[config.mk]
export PLATFORM = sky130hd
export DESIGN_NAME = dac_playback_ctrl
export DESIGN_NICKNAME = d
export VERILOG_FILES = /design/src/rtl/dac_playback_ctrl.sv
export SDC_FILE = /design/constraint.sdc
export NUM_CORES = 1
export LEC_CHECK = 0
export CAP_MARGIN = 20
export CORE_UTILIZATION = 50
export CTS_BUF_LIST = sky130_fd_sc_hd__clkbuf_4 sky130_fd_sc_hd__clkbuf_8
export DETAILED_ROUTE_END_ITERATION = 6
export HOLD_SLACK_MARGIN = 0.06
export PLACE_DENSITY = 0.72
export SLEW_MARGIN = 10
export SYNTH_ARGS = -nofsm -noshare
export SYNTH_HDL_FRONTEND = slang
export SYNTH_SLANG_ARGS = --single-unit
[constraint.sdc]
create_clock -name SPLB_Clk -period 4.8 [get_ports SPLB_Clk]
set_input_delay 0.72 -clock SPLB_Clk [delete_from_list [all_inputs] [get_ports SPLB_Clk]]
set_output_delay 0.72 -clock SPLB_Clk [all_outputs]
set_load 0.01 [all_outputs]
[src/rtl/dac_playback_ctrl.sv]
// Waveform playback sequencer for a 10-bit interleaved I/Q DAC.
// Powers the DAC up, waits for it to settle, then streams samples from a
// BRAM with one cycle of read latency onto S_Data. It generates S_DCLKIO at a
// programmable sample period. Playback is single-shot or looped.
//
// state  | meaning
// -------+-----------------------------------------------------------
// ST_OFF | DAC powered down, S_Data at midscale, waiting for Start
// ST_WAKE| DAC powered up, settling; last cycle prefetches sample 0
// ST_RUN | streaming one sample per period of P clocks
module dac_playback_ctrl #(
  parameter int DAC_WIDTH   = 10,
  parameter int ADDR_WIDTH  = 14,
  parameter int DIV_WIDTH   = 16,
  parameter int WAKE_CYCLES = 64,
  parameter int IDLE_CODE   = 512
) (
  input  logic                  SPLB_Clk,
  input  logic                  SPLB_Rst_n,
  input  logic                  Ctrl_Start,
  input  logic                  Ctrl_Stop,
  input  logic                  Ctrl_Loop,
  input  logic [ADDR_WIDTH-1:0] Ctrl_Length,
  input  logic [DIV_WIDTH-1:0]  Ctrl_Div,
  input  logic [1:0]            Ctrl_IQEn,
  output logic                  Mem_Rd,
  output logic [ADDR_WIDTH-1:0] Mem_Addr,
  input  logic [DAC_WIDTH-1:0]  Mem_Data,
  output logic [DAC_WIDTH-1:0]  S_Data,
  output logic                  S_DCLKIO,
  output logic                  S_PWRDN,
  output logic                  S_OpEnI,
  output logic                  S_OpEnQ,
  output logic                  Sts_Busy,
  output logic                  Sts_Done,
  output logic [ADDR_WIDTH-1:0] Sts_Idx
);

  localparam int WAKE_W = $clog2(WAKE_CYCLES + 1);

  typedef enum logic [1:0] {ST_OFF, ST_WAKE, ST_RUN} state_t;

  state_t                 state, state_n;
  logic [DIV_WIDTH-1:0]   phase, phase_n;
  logic [WAKE_W-1:0]      wake_cnt, wake_n;
  logic                   stop_req, stop_req_n;
  logic                   latch;
  logic [ADDR_WIDTH-1:0]  len;
  logic                   loop_en;
  logic [1:0]             iq_en;
  logic [DIV_WIDTH-1:0]   per_m1;
  logic [DIV_WIDTH-1:0]   half;

  logic                   rd_n;
  logic [ADDR_WIDTH-1:0]  addr_n;
  logic [DAC_WIDTH-1:0]   data_n;
  logic [ADDR_WIDTH-1:0]  idx_n;
  logic                   done_n;

  // Period minus one is clamped to 3 so the DCLK high phase always leaves
  // at least one clock of setup after S_Data changes in phase 1.
  logic [DIV_WIDTH-1:0]   div_clamp;
  logic [DIV_WIDTH:0]     per_full;
  logic [ADDR_WIDTH-1:0]  nxt_idx;
  logic                   more;
  logic                   stop_any;

  assign div_clamp = (Ctrl_Div < DIV_WIDTH'(3)) ? DIV_WIDTH'(3) : Ctrl_Div;
  assign per_full  = {1'b0, div_clamp} + {{DIV_WIDTH{1'b0}}, 1'b1};
  assign nxt_idx   = (Mem_Addr == len) ? '0 : Mem_Addr + 1'b1;
  assign more      = (Mem_Addr != len) || loop_en;
  assign stop_any  = stop_req || Ctrl_Stop;

  // State register, counters and configuration latched at Start
  always_ff @(posedge SPLB_Clk or negedge SPLB_Rst_n) begin
    if (!SPLB_Rst_n) begin
      state    <= ST_OFF;
      phase    <= '0;
      wake_cnt <= '0;
      stop_req <= 1'b0;
      len      <= '0;
      loop_en  <= 1'b0;
      iq_en    <= 2'b00;
      per_m1   <= DIV_WIDTH'(3);
      half     <= DIV_WIDTH'(2);
    end else begin
      state    <= state_n;
      phase    <= phase_n;
      wake_cnt <= wake_n;
      stop_req <= stop_req_n;
      if (latch) begin
        len     <= Ctrl_Length;
        loop_en <= Ctrl_Loop;
        iq_en   <= Ctrl_IQEn;
        per_m1  <= div_clamp;
        half    <= per_full[DIV_WIDTH:1];
      end
    end
  end

  // Next state plus the next values of every registered output
  always_comb begin
    state_n    = state;
    phase_n    = phase;
    wake_n     = wake_cnt;
    stop_req_n = stop_req;
    latch      = 1'b0;
    rd_n       = 1'b0;
    addr_n     = Mem_Addr;
    data_n     = S_Data;
    idx_n      = Sts_Idx;
    done_n     = 1'b0;
    case (state)
      ST_OFF: begin
        if (Ctrl_Start && !Ctrl_Stop) begin
          state_n    = ST_WAKE;
          wake_n     = WAKE_W'(WAKE_CYCLES - 1);
          stop_req_n = 1'b0;
          latch      = 1'b1;
        end
      end
      ST_WAKE: begin
        if (Ctrl_Stop) begin
          state_n = ST_OFF;
          done_n  = 1'b1;
        end else if (wake_cnt == '0) begin
          state_n = ST_RUN;
          phase_n = '0;
        end else begin
          wake_n = wake_cnt - 1'b1;
          if (wake_cnt == WAKE_W'(1)) begin
            rd_n   = 1'b1;
            addr_n = '0;
          end
        end
      end
      ST_RUN: begin
        if (Ctrl_Stop) stop_req_n = 1'b1;
        if (phase == '0) begin
          data_n = Mem_Data;
          idx_n  = Mem_Addr;
        end
        // The read strobe is registered, so the decision is made one phase early.
        if (phase == per_m1 - 1'b1 && more && !stop_any) begin
          rd_n   = 1'b1;
          addr_n = nxt_idx;
        end
        if (phase == per_m1) begin
          if (Mem_Rd && !stop_any) begin
            phase_n = '0;
          end else begin
            state_n = ST_OFF;
            done_n  = 1'b1;
          end
        end else begin
          phase_n = phase + 1'b1;
        end
      end
      default: state_n = ST_OFF;
    endcase
    if (state_n == ST_OFF) data_n = DAC_WIDTH'(IDLE_CODE);
  end

  // Output registers, all derived from the next state
  always_ff @(posedge SPLB_Clk or negedge SPLB_Rst_n) begin
    if (!SPLB_Rst_n) begin
      Mem_Rd   <= 1'b0;
      Mem_Addr <= '0;
      S_Data   <= DAC_WIDTH'(IDLE_CODE);
      S_DCLKIO <= 1'b0;
      S_PWRDN  <= 1'b1;
      S_OpEnI  <= 1'b0;
      S_OpEnQ  <= 1'b0;
      Sts_Busy <= 1'b0;
      Sts_Done <= 1'b0;
      Sts_Idx  <= '0;
    end else begin
      Mem_Rd   <= rd_n;
      Mem_Addr <= addr_n;
      S_Data   <= data_n;
      S_DCLKIO <= (state_n == ST_RUN) && (phase_n >= half);
      S_PWRDN  <= (state_n == ST_OFF);
      S_OpEnI  <= (state_n == ST_RUN) && (latch ? Ctrl_IQEn[1] : iq_en[1]);
      S_OpEnQ  <= (state_n == ST_RUN) && (latch ? Ctrl_IQEn[0] : iq_en[0]);
      Sts_Busy <= (state_n != ST_OFF);
      Sts_Done <= done_n;
      Sts_Idx  <= idx_n;
    end
  end

endmodule

==> summary.md <==
| Metric | Value |
|---|---|
| Post-CTS Setup Inserts | 0 |
| Slowest CP cell | o311ai_4 |
| Layout fillers | 1132 |
| Mapped Cells | 775 |
| Slew Limit Fails | 0 |
| CORE AREA | 13300 µm² |
| Detail Placement HPWL | around 13000 µm |
| Clock Tree Buf Depth | 2 |
| Unrepaired setup endpoints after global routing | false |
| Grt total ovfl | 0 |
| Hold-fix buffers, CTS | 0 |
| CP Capture Type | flip-flop |
| Critical Path, Cell by Cell | xnor2_1 -> nand2_1 -> or4_4 -> or2_1 -> o311ai_4 -> nand2_1 -> o21a_1 -> ha_1 -> nand2b_1 -> a21oi_1 -> nor2b_1 -> o21ai_0 -> a21oi_1 -> o21ai_0 -> a21oi_1 |
| IO Port Bufs | 91 |
| # IOs | 92 |
| CP bufs+invs | 0 |
| Drt first pass iters | 6 |
| Worst vdd ir | between 0.15 and 0.2 mV |
| Max-Cap Viols | 0 |
| Starting Density | around half |
| Num Clock Sinks | 120 |
| Top delay family on crit path | compound AO/OA/AOI/OAI gates |
| Clk Latency, worst-skew pair | 0.45 ns |
| Number of global-route vias before repair | 5555 |
| CTS root buf | clkbuf_8 |
| Crit path DAT | 4.28 ns |
| Sequential element share of the synthesized area | a little over two fifths |
| Clk slew on worst S/H paths | 0.07 ns |
| Cell mode on critical path | a21oi_1 |
| Clock skew | 0.0112 ns |
| Area of the multi-input gates | 3570 µm² |
| Rel. slew slack | 52.6% |
| Status | finished clean |
| Die area | 14300 µm² |
| Initial antenna violation count | 0 |
| HP Class | in -> async |
| H-Tree Depth | 4 |
| Final worst-path cycle share | 82.3% |
| Diode count | 0 |
| Site Rows | 42 |
| Drt drc | 0 |
| Main synth FF type | dfrtp_1 |
| Yosys top cell area share | 41.6% |
| CTS resizes | 0 |
| FF/Latch Area | 3010 µm² |
| Startpoint type of the worst setup path | flip-flop |
| CP Class | reg -> reg |
| Num CTS Buffers | 17 |
| Synth warn | 0 |
| Synthesized area per cell | 8.93 µm² |
| Via/cell ratio | approximately 5.7 |
| Synth Register Bits | 120 |
| GP Congestion | 0.958 |
| Final Setup Violations | 0 |
| DR WL/cell | ~16 µm |
| 1st-iter DRT viols | around 570 |
| Post-synth ARST share | 100% |
| Count of different cell masters after synthesis | 62 |
| Largest stage delay, worst path | 0.61 ns |
| Pin slew with the least headroom to its limit | 0.711 ns |
| Post-synth EDFFs | 0 |
| Mapped Area | about 6900 µm² |
| P_leak | 3.83 nW |
| TritonCTS clock tree | built |
| Largest net degree at the start of global routing | 61 |
| Die Y | 120 µm |
| Setup TNS | 0 ns |
| WL final | 17200 µm |
| Final Hold Viols | 0 |
| Total track usage | 25.0% |
| Global-route wire length before repair | roughly 28000 µm |
| Yosys top cell by area | dfrtp_1 |
| Final net count | 930 |
| Fin crit period | 3.95 ns |
| Area contributors post-synth | dfrtp_1 (42%), nand2_1 (8.0%), ha_1 (4.9%), xor2_1 (4.0%), o21ai_0 (2.9%) |
| Final core utilization | 62.7% |
| Fraction of layout cells with a size suffix above 1 | 8.06% |
| Fmax | 253 MHz |
| Die outline width | 120 µm |
| Layout area overhead | 21.0% |
| Vias | between 5000 and 6000 |
| Critical Path Fanout Max | 14 |
| WP data required | 5.13 ns |
| Final ANT Viol Nets | 0 |
| Syn Nets | 849 |
| Pwr Density | 404 nW/µm² |
[kinds of logic (layout without fill, tap and decap cells)]
| logic type | count (synthesis) | after routing | share of synthesized area [%] |
|---|---|---|---|
| xor gates and xnor gates | 50 | 50 | 6.44 |
| muxes | 18 | 18 | 2.64 |
| buffers and inverters | 83 | 177 | 4.95 |
| adders and majority gates | 27 | 27 | 4.88 |
| and+or+nand+nor | 340 | 340 | 24.2 |
| DFF | 120 | 120 | 43.5 |
| AOI/OAI and AO/OA | 137 | 137 | 13.4 |
[cells in the mapped netlist, types with 9 or more instances]
master,count
o211ai_2,10
xor2_1,32
inv_1,45
nand3_1,39
nor4_1,13
nor3_1,9
nor2_1,41
nor2b_1,10
ha_1,27
a21oi_1,19
clkbuf_1,27
dfrtp_1,115
xnor2_1,17
o21ai_1,15
mux2i_1,16
nand2b_1,11
nand4_1,22
nand2_1,147
o21ai_0,40
[where the power goes]
group / internal, mW / switching (mW) / total (mW) / leakage (nW)
clock: 0.584 / 0.394 / 0.978 / 0.223
combinational: 0.404 / 0.577 / 0.980 / 2.05
sequential: 1.22 / 0.199 / 1.42 / 1.56
total: 2.21 / 1.17 / 3.38 / 3.83
[flip-flops by register name, summed over array words and instances (netlist names), 2 cells and up]
register,count
Mem_Addr,14
S_Data,10
Sts_Idx,14
half,16
iq_en,2
len,14
per_m1,16
phase,16
state,2
wake_cnt,7
[layout by cell type, fill, tap and decap left out, drive strengths merged, types with 5 or more instances in the layout]
cell	netlist	layout
nand2b	11	11
o211ai	14	14
nor2b	10	10
o21bai	5	5
clkbuf	27	25
clkdlybuf4s50	0	90
a21o	8	8
nand3	39	39
nand4	22	22
and2	5	5
and3	8	8
nor2	41	41
a21oi	19	19
xnor2	18	18
o21ai	55	55
dfrtp	115	115
ha	27	27
nor3	9	9
a31oi	7	7
mux2i	16	16
or2	5	5
xor2	32	32
nand2	147	147
buf	10	8
nor4	16	16
inv	46	46
o31ai	7	7
dfstp	5	5
[layout make-up]
cell class | count | share of cell area (%)
inverter | 46 | 2.06
timing repair buffer | 99 | 11.5
sequential | 120 | 35.9
clock buffer | 24 | 3.72
multi-input combinational | 572 | 42.7
tap | 176 | 2.63
clock inverter | 8 | 1.45
[worst paths after layout]
| path | startpoint | end | slack [ns] | cells past startpoint |
|---|---|---|---|---|
| worst max-delay path | per_m1[3] | S_DCLKIO | 0.85 | 15 |
| worst min-delay path | SPLB_Rst_n | wake_cnt[3] | 0.33 | 1 |
| worst max register to register | per_m1[3] | S_DCLKIO | 0.85 | 15 |
| worst min register to register | iq_en[0] | iq_en[0] | 0.47 | 2 |
| max in group asynchronous | SPLB_Rst_n | per_m1[0] | 3.53 | 2 |
| min in group SPLB_Clk | iq_en[0] | iq_en[0] | 0.47 | 2 |
[layer usage]
| layer | part of all wire, % | GRT usage [%] | vias up | wire length (µm) |
|---|---|---|---|---|
| li1 | - | - | 2847 | - |
| met1 | 45 | 33.8 | 2837 | 7740 |
| met2 | 45 | 37.8 | 247 | 7810 |
| met3 | 7.0 | 5.85 | 31 | 1200 |
| met4 | 2.7 | 12.0 | 0 | 467 |
| met5 | 0 | 0 | - | 0 |
[metrics by stage]
stage / power (mW) / setup WS [ns] / hold WS (ns) / cell area (µm²) / std cells
final: 3.38 / 0.850 / 0.326 / 8370 / 1045
after global routing: 3.59 / 0.674 / 0.356 / 8370 / 1045
after CTS: 3.39 / 0.898 / 0.336 / 8370 / 1044
after detailed placement: 2.40 / 0.887 / 0.459 / 7930 / 1012
after global placement: 2.36 / 1.07 / 0.449 / 7930 / 1012
after floorplan: 2.11 / 1.43 / 0.424 / 6920 / 775
No activity file was read; power rests on OpenSTA's default activity.
